<file path="config.mk">
export PLATFORM = sky130hd
export DESIGN_NAME = hazard_stall_ctrl
export DESIGN_NICKNAME = d
export VERILOG_FILES = /design/src/rtl/hazard_stall_ctrl_pkg.sv /design/src/rtl/hazard_stall_ctrl_sat_counter.sv /design/src/rtl/hazard_stall_ctrl.sv
export SDC_FILE = /design/constraint.sdc
export NUM_CORES = 1
export LEC_CHECK = 0
export BUFFER_PORTS_ARGS = -buffer_cell sky130_fd_sc_hd__clkbuf_2
export CORE_MARGIN = 5
export CORE_UTILIZATION = 54
export DETAILED_ROUTE_END_ITERATION = 10
export PLACE_DENSITY = 0.9
export SLEW_MARGIN = 20
export SYNTH_ARGS = -nofsm -noshare
export SYNTH_HDL_FRONTEND = slang
export SYNTH_SLANG_ARGS = --single-unit
export TNS_END_PERCENT = 100
</file>
<file path="constraint.sdc">
create_clock -name clk -period 2.6 [get_ports clk]
set_input_delay 0.52 -clock clk [delete_from_list [all_inputs] [get_ports clk]]
set_output_delay 0.52 -clock clk [all_outputs]
set_load 0.1 [all_outputs]
</file>
<file path="src/rtl/hazard_stall_ctrl_pkg.sv">
// rtl/hazard_stall_ctrl_pkg.sv - pipeline sequencing states, RV32 opcodes and operand-use decode
package hazard_stall_ctrl_pkg;

  typedef enum logic [1:0] {
    HZ_RUN,
    HZ_LOAD_STALL,
    HZ_FLUSH,
    HZ_MEM_WAIT
  } hazard_state_e;

  localparam logic [6:0] OPCODE_LUI    = 7'b0110111;
  localparam logic [6:0] OPCODE_AUIPC  = 7'b0010111;
  localparam logic [6:0] OPCODE_JAL    = 7'b1101111;
  localparam logic [6:0] OPCODE_JALR   = 7'b1100111;
  localparam logic [6:0] OPCODE_BRANCH = 7'b1100011;
  localparam logic [6:0] OPCODE_LOAD   = 7'b0000011;
  localparam logic [6:0] OPCODE_STORE  = 7'b0100011;
  localparam logic [6:0] OPCODE_OPIMM  = 7'b0010011;
  localparam logic [6:0] OPCODE_OP     = 7'b0110011;

  // Returns {uses_rs2, uses_rs1}; formats without a register field never hazard on it.
  function automatic logic [1:0] rs_usage(input logic [6:0] opcode);
    logic [1:0] use_v;
    case (opcode)
      OPCODE_OP, OPCODE_BRANCH, OPCODE_STORE: use_v = 2'b11;
      OPCODE_OPIMM, OPCODE_LOAD, OPCODE_JALR: use_v = 2'b01;
      default:                                use_v = 2'b00;
    endcase
    return use_v;
  endfunction

endpackage

</file>
<file path="src/rtl/hazard_stall_ctrl_sat_counter.sv">
// rtl/hazard_stall_ctrl_sat_counter.sv - saturating performance counter with synchronous clear
module sat_counter #(
  parameter int W = 32
) (
  input  logic         clk,
  input  logic         reset,
  input  logic         clr,
  input  logic         inc,
  output logic [W-1:0] q
);

  logic [W-1:0] cnt_q, cnt_d;

  always_comb begin
    cnt_d = cnt_q;
    if (clr) begin
      cnt_d = '0;
    end else if (inc && (cnt_q != '1)) begin
      cnt_d = cnt_q + W'(1);
    end
  end

  always_ff @(posedge clk or negedge reset) begin
    if (!reset) begin
      cnt_q <= '0;
    end else begin
      cnt_q <= cnt_d;
    end
  end

  assign q = cnt_q;

endmodule

</file>
<file path="src/rtl/hazard_stall_ctrl.sv">
// rtl/hazard_stall_ctrl.sv - load-use bubble, redirect flush and data-memory freeze sequencer
module hazard_stall_ctrl
  import hazard_stall_ctrl_pkg::*;
#(
  parameter int FLUSH_CYCLES = 2,
  parameter int MEM_TIMEOUT  = 255,
  parameter int CNT_WIDTH    = 32
) (
  input  logic                 clk,
  input  logic                 reset,
  input  logic [6:0]           id_opcode_ip,
  input  logic [4:0]           id_rs1_ip,
  input  logic [4:0]           id_rs2_ip,
  input  logic                 idex_mem_read_ip,
  input  logic [4:0]           idex_dest_ip,
  input  logic                 ex_flush_req_ip,
  input  logic                 dmem_req_ip,
  input  logic                 dmem_ack_ip,
  input  logic                 perf_clr_ip,
  output logic                 pc_stall_op,
  output logic                 if_id_stall_op,
  output logic                 id_ex_stall_op,
  output logic                 ex_mem_stall_op,
  output logic                 id_ex_bubble_op,
  output logic                 if_id_flush_op,
  output logic                 id_ex_flush_op,
  output logic                 mem_timeout_op,
  output logic [CNT_WIDTH-1:0] stall_cnt_op,
  output logic [CNT_WIDTH-1:0] flush_cnt_op
);

  localparam int FCW = $clog2(FLUSH_CYCLES + 1);
  localparam int TMW = $clog2(MEM_TIMEOUT + 1);
  localparam logic [FCW-1:0] FC_FULL   = FCW'(FLUSH_CYCLES);
  localparam logic [FCW-1:0] FC_RELOAD = FCW'(FLUSH_CYCLES - 1);
  localparam logic [TMW-1:0] TM_MAX    = TMW'(MEM_TIMEOUT);

  hazard_state_e  state_q, state_d;
  logic [FCW-1:0] fcnt_q, fcnt_d;
  logic [TMW-1:0] timer_q, timer_d;
  logic           pend_q, pend_d;
  logic           tmo_q, tmo_d;

  logic [1:0] rs_use;
  logic       load_use;
  logic       mem_block;
  logic       is_jal;
  logic       redirect_req;
  logic       flush_acc;

  assign rs_use       = rs_usage(id_opcode_ip);
  assign load_use     = idex_mem_read_ip && (idex_dest_ip != 5'd0) &&
                        ((rs_use[0] && (id_rs1_ip == idex_dest_ip)) ||
                         (rs_use[1] && (id_rs2_ip == idex_dest_ip)));
  assign mem_block    = dmem_req_ip && !dmem_ack_ip;
  assign is_jal       = (id_opcode_ip == OPCODE_JAL);
  assign redirect_req = ex_flush_req_ip || is_jal;

  always_ff @(posedge clk or negedge reset) begin
    if (!reset) begin
      state_q <= HZ_RUN;
      fcnt_q  <= '0;
      timer_q <= '0;
      pend_q  <= 1'b0;
      tmo_q   <= 1'b0;
    end else begin
      state_q <= state_d;
      fcnt_q  <= fcnt_d;
      timer_q <= timer_d;
      pend_q  <= pend_d;
      tmo_q   <= tmo_d;
    end
  end

  always_comb begin
    state_d = state_q;
    fcnt_d  = fcnt_q;
    timer_d = timer_q;
    pend_d  = pend_q;
    tmo_d   = tmo_q;
    case (state_q)
      HZ_RUN, HZ_LOAD_STALL: begin
        if (mem_block) begin
          state_d = HZ_MEM_WAIT;
          timer_d = TMW'(1);
        end else if (redirect_req) begin
          state_d = (FLUSH_CYCLES == 1) ? HZ_RUN : HZ_FLUSH;
          fcnt_d  = FC_RELOAD;
        end else if ((state_q == HZ_RUN) && load_use) begin
          state_d = HZ_LOAD_STALL;
        end else begin
          state_d = HZ_RUN;
        end
      end
      HZ_FLUSH: begin
        if (ex_flush_req_ip) begin
          state_d = (FLUSH_CYCLES == 1) ? HZ_RUN : HZ_FLUSH;
          fcnt_d  = FC_RELOAD;
        end else begin
          fcnt_d = fcnt_q - FCW'(1);
          if (fcnt_q <= FCW'(1)) begin
            state_d = HZ_RUN;
          end
        end
      end
      HZ_MEM_WAIT: begin
        // A redirect seen while frozen is replayed as a full flush once memory answers.
        if (dmem_ack_ip) begin
          pend_d  = 1'b0;
          timer_d = '0;
          if (pend_q || ex_flush_req_ip) begin
            state_d = HZ_FLUSH;
            fcnt_d  = FC_FULL;
          end else begin
            state_d = HZ_RUN;
          end
        end else if (timer_q == TM_MAX) begin
          tmo_d   = 1'b1;
          pend_d  = 1'b0;
          timer_d = '0;
          state_d = HZ_RUN;
        end else begin
          timer_d = timer_q + TMW'(1);
          pend_d  = pend_q || ex_flush_req_ip;
        end
      end
      default: state_d = HZ_RUN;
    endcase
  end

  always_comb begin
    pc_stall_op     = 1'b0;
    if_id_stall_op  = 1'b0;
    id_ex_stall_op  = 1'b0;
    ex_mem_stall_op = 1'b0;
    id_ex_bubble_op = 1'b0;
    if_id_flush_op  = 1'b0;
    id_ex_flush_op  = 1'b0;
    flush_acc       = 1'b0;
    if (reset) begin
      case (state_q)
        HZ_RUN, HZ_LOAD_STALL: begin
          if (mem_block) begin
            pc_stall_op     = 1'b1;
            if_id_stall_op  = 1'b1;
            id_ex_stall_op  = 1'b1;
            ex_mem_stall_op = 1'b1;
          end else if (ex_flush_req_ip) begin
            if_id_flush_op = 1'b1;
            id_ex_flush_op = 1'b1;
            flush_acc      = 1'b1;
          end else if (is_jal) begin
            if_id_flush_op = 1'b1;
            flush_acc      = 1'b1;
          end else if ((state_q == HZ_RUN) && load_use) begin
            pc_stall_op     = 1'b1;
            if_id_stall_op  = 1'b1;
            id_ex_bubble_op = 1'b1;
          end
        end
        HZ_FLUSH: begin
          if_id_flush_op = 1'b1;
          id_ex_flush_op = ex_flush_req_ip;
          flush_acc      = ex_flush_req_ip;
        end
        HZ_MEM_WAIT: begin
          pc_stall_op     = !dmem_ack_ip;
          if_id_stall_op  = !dmem_ack_ip;
          id_ex_stall_op  = !dmem_ack_ip;
          ex_mem_stall_op = !dmem_ack_ip;
          flush_acc       = ex_flush_req_ip && !pend_q;
        end
        default: ;
      endcase
    end
  end

  assign mem_timeout_op = tmo_q;

  sat_counter #(.W(CNT_WIDTH)) u_stall_cnt (
    .clk   (clk),
    .reset (reset),
    .clr   (perf_clr_ip),
    .inc   (pc_stall_op),
    .q     (stall_cnt_op)
  );

  sat_counter #(.W(CNT_WIDTH)) u_flush_cnt (
    .clk   (clk),
    .reset (reset),
    .clr   (perf_clr_ip),
    .inc   (flush_acc),
    .q     (flush_cnt_op)
  );

endmodule
</file>
==> Yosys cells after proc, flatten, opt, wreduce, memory -nomap -nowiden <==
Index checks and enable logic that the tools add are counted.
{ "word_totals": {"register_bits": 78, "latchBits": 0, "ram_bits": 0, "mem_bits_ro": 0, "inputBits": 29, "memories": 0} }
{ "op_classes": {"n_addsub": 4, "multipliers": 0, "div_mod_pow": 0, "magnitude_cmp": 1, "eq_ne": 22, "shifts": 0, "muxes": 49, "n_bitwise": 1, "reduce_logical": 26} }
{ "ops": {"columns": ["operator", "count"], "rows": [
  ["32-bit two-way mux", 4],
  ["32-bit by 1-bit adder with 32-bit output, second input constant", 2],
  ["32-bit inequality test, second input constant", 2],
  ["2-bit two-way mux", 12],
  ["8-bit two-way mux", 3],
  ["7-bit equality test, second input constant", 3],
  ["1-bit two-way mux", 21],
  ["8-bit case mux with 2 select lines", 1],
  ["7-bit by 6-bit equality test with 1-bit output, second input constant", 2],
  ["2-bit case mux with 3 select lines", 2],
  ["5-bit equality test", 2],
  ["2-bit inequality test, second input constant", 5],
  ["1-bit logical AND", 9],
  ["8-bit by 1-bit adder with 8-bit output, second input constant", 1],
  ["8-bit equality test, second input constant", 1],
  ["1-bit case mux with 2 select lines", 4],
  ["7-bit by 2-bit equality test with 1-bit output, second input constant", 1],
  ["7-bit by 5-bit equality test with 1-bit output, second input constant", 1],
  ["3-bit inequality test, second input constant", 2],
  ["2-bit nonzero test", 3],
  ["3-bit OR reduction", 2],
  ["5-bit nonzero test", 1],
  ["2-bit equality test, second input constant", 2],
  ["2-bit case mux with 2 select lines", 1],
  ["12 further kinds", 16]
]} }

==> Logic depth before layout (Yosys ltp) <==
{ "depth": {"depth_word": 16, "ltp_mapped": 9} }

==> By module <==
Synthesis repeated with hierarchy kept, for this count alone.
{ "unflattened": {"cells_unflattened": 518, "area_unflattened_um2": 4775.8} }
{ "by_module_without_submodules": {"columns": ["mod", "instances", "cells_per_inst", "area_each_um2"], "rows": [
  ["sat_counter", 2, 198, 1854.3],
  ["hazard_stall_ctrl", 1, 122, 1067.3]
]} }

==> Least setup slack after synthesis <==
No wires, ideal clock.
{ "synth_path": {"path_kind": "flip-flop to output port", "start": "register state_q[1]", "end": "output pc_stall_op", "t_arrival_ns": 3.003, "setup_slack_ns": -0.923, "path_stages_with_launch": 9, "cell_sequence": "dfrtp_1 buf_2 nand2_1 a21oi_1 and2_1 a31oi_4 clkbuf_1 inv_1 buf_4"} }
{ "synth_via": {"elab_chain_cells": 8} }
{ "synth_lines": {"columns": ["element", "line", "rtl"], "rows": [
  ["from (decl)", "hazard_stall_ctrl.sv:38", "hazard_state_e state_q, state_d;"],
  ["from (signal assigned)", "hazard_stall_ctrl.sv:67", "state_q <= state_d;"],
  ["2-bit zero test", null, null],
  ["1-bit logical AND", "hazard_stall_ctrl.sv:155", "end else if ((state_q == HZ_RUN) && load_use) begin"],
  ["1-bit two-way mux (4 in a row)", null, null],
  ["1-bit case mux with 2 select lines *", null, null],
  ["1-bit two-way mux *", null, null],
  ["to (decl)", "hazard_stall_ctrl.sv:20", "output logic pc_stall_op,"]
]} }
Mark *: on every way between the ends. The rest lies on a longest branch, timed or not.

==> Final worst setup path <==
{ "layout_path": {"start": "input idex_dest_ip[1]", "end": "output if_id_stall_op"} }
{ "layout_via": {"elab_chain_cells": 11} }
{ "layout_lines": {"columns": ["element", "line", "rtl"], "rows": [
  ["from (decl)", "hazard_stall_ctrl.sv:15", "input logic [4:0] idex_dest_ip,"],
  ["5-bit equality test (on tied branches)", "hazard_stall_ctrl.sv:53, hazard_stall_ctrl.sv:54", null],
  ["1-bit logical AND (on tied branches)", "hazard_stall_ctrl.sv:53, hazard_stall_ctrl.sv:54", null],
  ["1-bit logical OR", "hazard_stall_ctrl.sv:53", "((rs_use[0] && (id_rs1_ip == idex_dest_ip)) ||"],
  ["1-bit logical AND *", "hazard_stall_ctrl.sv:52", "assign load_use = idex_mem_read_ip && (idex_dest_ip != 5'd0) &&"],
  ["1-bit logical AND *", "hazard_stall_ctrl.sv:155", null],
  ["1-bit two-way mux *", "hazard_stall_ctrl.sv:155", null],
  ["1-bit two-way mux *", "hazard_stall_ctrl.sv:152", "end else if (is_jal) begin"],
  ["1-bit two-way mux *", "hazard_stall_ctrl.sv:148", "end else if (ex_flush_req_ip) begin"],
  ["1-bit two-way mux *", "hazard_stall_ctrl.sv:143", "if (mem_block) begin"],
  ["1-bit case mux with 2 select lines *", "hazard_stall_ctrl.sv:141", "case (state_q)"],
  ["1-bit two-way mux *", "hazard_stall_ctrl.sv:140", "if (reset) begin"],
  ["to (decl)", "hazard_stall_ctrl.sv:21", "output logic if_id_stall_op,"]
]} }
Marks and branches as above.

==> results.md <==
* Run status: finished clean
* Mapped Cells at 519
* Num rows at 33
* Origin of the worst setup path: idex_dest_ip[1]
* Top_reg_cell synth: dfrtp_1
* Peak VDD IR at 0.461 mV
* Die Y at 103 um
* Core Region at 8300 um^2
* Max FO, Critical Path at 3
* Share of the synthesized area in the top cell type at 42.1%
* Hold Vio Cnt, Final at 0
* Number of enable flip-flop cells after synthesis at 0
* Iter 0 DRT Violations at 304
* CTS root buf: clkbuf_8
* Slew @ Worst Pin at 0.971 ns
* Worst Hold Class: in -> async
* I/O pins at 101
* Most common cell after layout, fill and taps aside: clkbuf_2
* Ant. Diodes at 0
* CTS buffer count at 9
* Hpwl dp at 8.79 mm
* Synth async-reset ratio at 100%
* First-pass GRT wire length at 20.5 mm
* Worst r2r src: state_q[1]
* Final Skew at 0.00841 ns
* CP Class: in -> out
* Die Width at 103 um
* Distinct cells, synth at 58
* Pleak at 2.44 nW
* Worst-path clk slew at 0.08 ns
* Area leader, netlist: dfrtp_1
* RD Place Congestion at 0.901
* Antenna violations before repair at 0
* Starting Density at 55.9%
* Nets at 656
* Largest net degree at the start of global routing at 76
* Worst slack at placement at 0.0348 ns
* Gr usage total at 24.0%
* WL/cell at 16.8 um
* Max-Cap Viols at 0
* Fin worst setup slack at 0.106 ns
* Clk_lat worst skew at 0.35 ns
* CTS HTree Levels at 3
* Crit path DAT at 1.97 ns
* DRT Pass-1 Iters at 5
* Crit share post-route at 95.9%
* Most frequent cells in the layout: 92 x clkbuf_2, 54 x dfrtp_1, 51 x o21ai_0, 48 x a21oi_1, 38 x nand2_1
* Number of synthesized register bits at 78
* Post-Synthesis Net Count at 552
* PwrDens at 546 nW/um^2
* CTS sink count at 78
* Final setup viols at 0
* Minimum clock period at 2.49 ns
* Grt total ovfl at 0
* Avg Cell Area, Syn at 8.94 um^2
* Required @ worst endpoint at 2.08 ns
* Fmax at 401 MHz
* Post-Synthesis Cell Area at 4640 um^2
* Relative slew slack at 35.3%
* Synth top area cells: dfrtp_1 42%, o21ai_0 5.5%, a21oi_1 5.3%
* RSZ-0062 raised after global routing: yes
* DIE AREA at 10500 um^2
* WHS at 0.481 ns
* Number of synthesis warnings at 0
* Total number of vias at 4596
* Residual DRC count at 0
* Worst Setup Start Kind: input pin
* CTS Buffer Depth at 2
* PortBufs at 100
* Register area share after synthesis at 42.1%
* Max-slew violation count at 0
* DRT Wirelength at 12.3 mm
* Layout area overhead at 22.5%
* Vias per inst at 6.27
* Share of cells above drive strength 1 at 30.1%
* R2r setup slk at 0.24 ns
* Vias in the first global route at 4378
* Crit path capture type: output pin
* TritonCTS clock tree: yes
* Routed Antenna Nets at 0
state kept, by name (all words and copies together) (netlist names):
register and cells:
fcnt_q 2, mem_timeout_op 1, pend_q 1, state_q 2, timer_q 8, u_flush_cnt.q 32, u_stall_cnt.q 32
per-layer routing:
metal | share of wire (%) | global-route usage, % | vias up
li1 | - | - | 2147
met1 | 41 | 31.1 | 2264
met2 | 51 | 40.2 | 162
met3 | 6.1 | 3.92 | 23
met4 | 2.0 | 9.59 | 0
met5 | 0 | 0 | -
logic make-up after synthesis:
kind of cell,count (synthesis),share of synthesized area (%)
and+or+nand+nor,229,29.0
AOI/OAI and AO/OA,140,18.4
muxes,5,1.19
DFF,78,42.1
adders and majority gates,4,1.08
buffers and inverters,42,4.23
xor gates and xnor gates,21,3.96
area by class of cell:
class | count | area (um^2)
timing repair buffer | 123 | 796
inverter | 12 | 48.8
clock buffer | 9 | 124
clock inverter | 7 | 97.6
fill | 641 | 2620
multi-input combinational | 399 | 2500
sequential | 78 | 1980
tap | 105 | 131
power by group:
group / total (W) / switching (W) / internal [W]
logic: 0.000750 / 0.000497 / 0.000253
registers: 0.00133 / 0.0000604 / 0.00127
clock network: 0.00102 / 0.000477 / 0.000544
worst max-delay path, stage by stage:
cell        delay, ns
clkbuf_2         0.11
or4_1            0.51
nor2_1           0.15
a211oi_2         0.10
a31oi_4          0.23
clkinvlp_4       0.17
buf_12           0.19
worst paths after layout:
check,depth (start not counted),end
setup / recovery,7,if_id_stall_op
hold / removal,2,u_flush_cnt.q[24]
setup reg to reg,9,u_stall_cnt.q[23]
hold reg to reg,1,mem_timeout_op
max in group asynchronous,2,u_flush_cnt.q[18]
min in group clk,1,mem_timeout_op
cells in the mapped netlist, types with 2 or more instances:
| master | number |
|---|---|
| nor2b_1 | 8 |
| nor2_1 | 37 |
| o211ai_1 | 5 |
| o2111ai_1 | 6 |
| or3_1 | 33 |
| a21oi_1 | 49 |
| nand4_1 | 25 |
| buf_4 | 6 |
| and4_1 | 6 |
| xnor2_1 | 10 |
| nor3_1 | 5 |
| ha_1 | 4 |
| nand2_1 | 39 |
| o31a_1 | 2 |
| dfrtp_1 | 78 |
| or4_1 | 15 |
| a22o_1 | 2 |
| o31ai_1 | 13 |
| inv_1 | 12 |
| nor4_4 | 2 |
| and2_1 | 5 |
| xor2_1 | 11 |
| nand2b_1 | 3 |
| o21ai_0 | 51 |
| nand3_1 | 22 |
| nor4_2 | 2 |
| mux2_2 | 3 |
| nand3b_1 | 2 |
| and3_1 | 14 |
| buf_2 | 6 |
| clkbuf_1 | 16 |
metrics by stage:
step	utilization (%)	instance area, um^2	cells	power, W	TNS [ns]
CTS	68.4	5670	732	0.00311	0
floorplan	-	4690	519	0.00184	-0.394
detailed placement	65.5	5440	715	0.00209	0
global route	68.5	5680	733	0.00323	-0.0113
finish	68.5	5680	733	0.00310	0
global placement	65.5	5440	715	0.00205	0
timing repair:
action / in CTS / in global routing
hold buffers: 1 / 0
gates resized for setup: 2 / 1
setup buffers: 0 / 1
endpoints found under the setup margin: 2 / 3
endpoints found under the hold margin: 3 / 0
cloned: 0 / 0
Note: power is estimated with default switching activity, not from simulation.
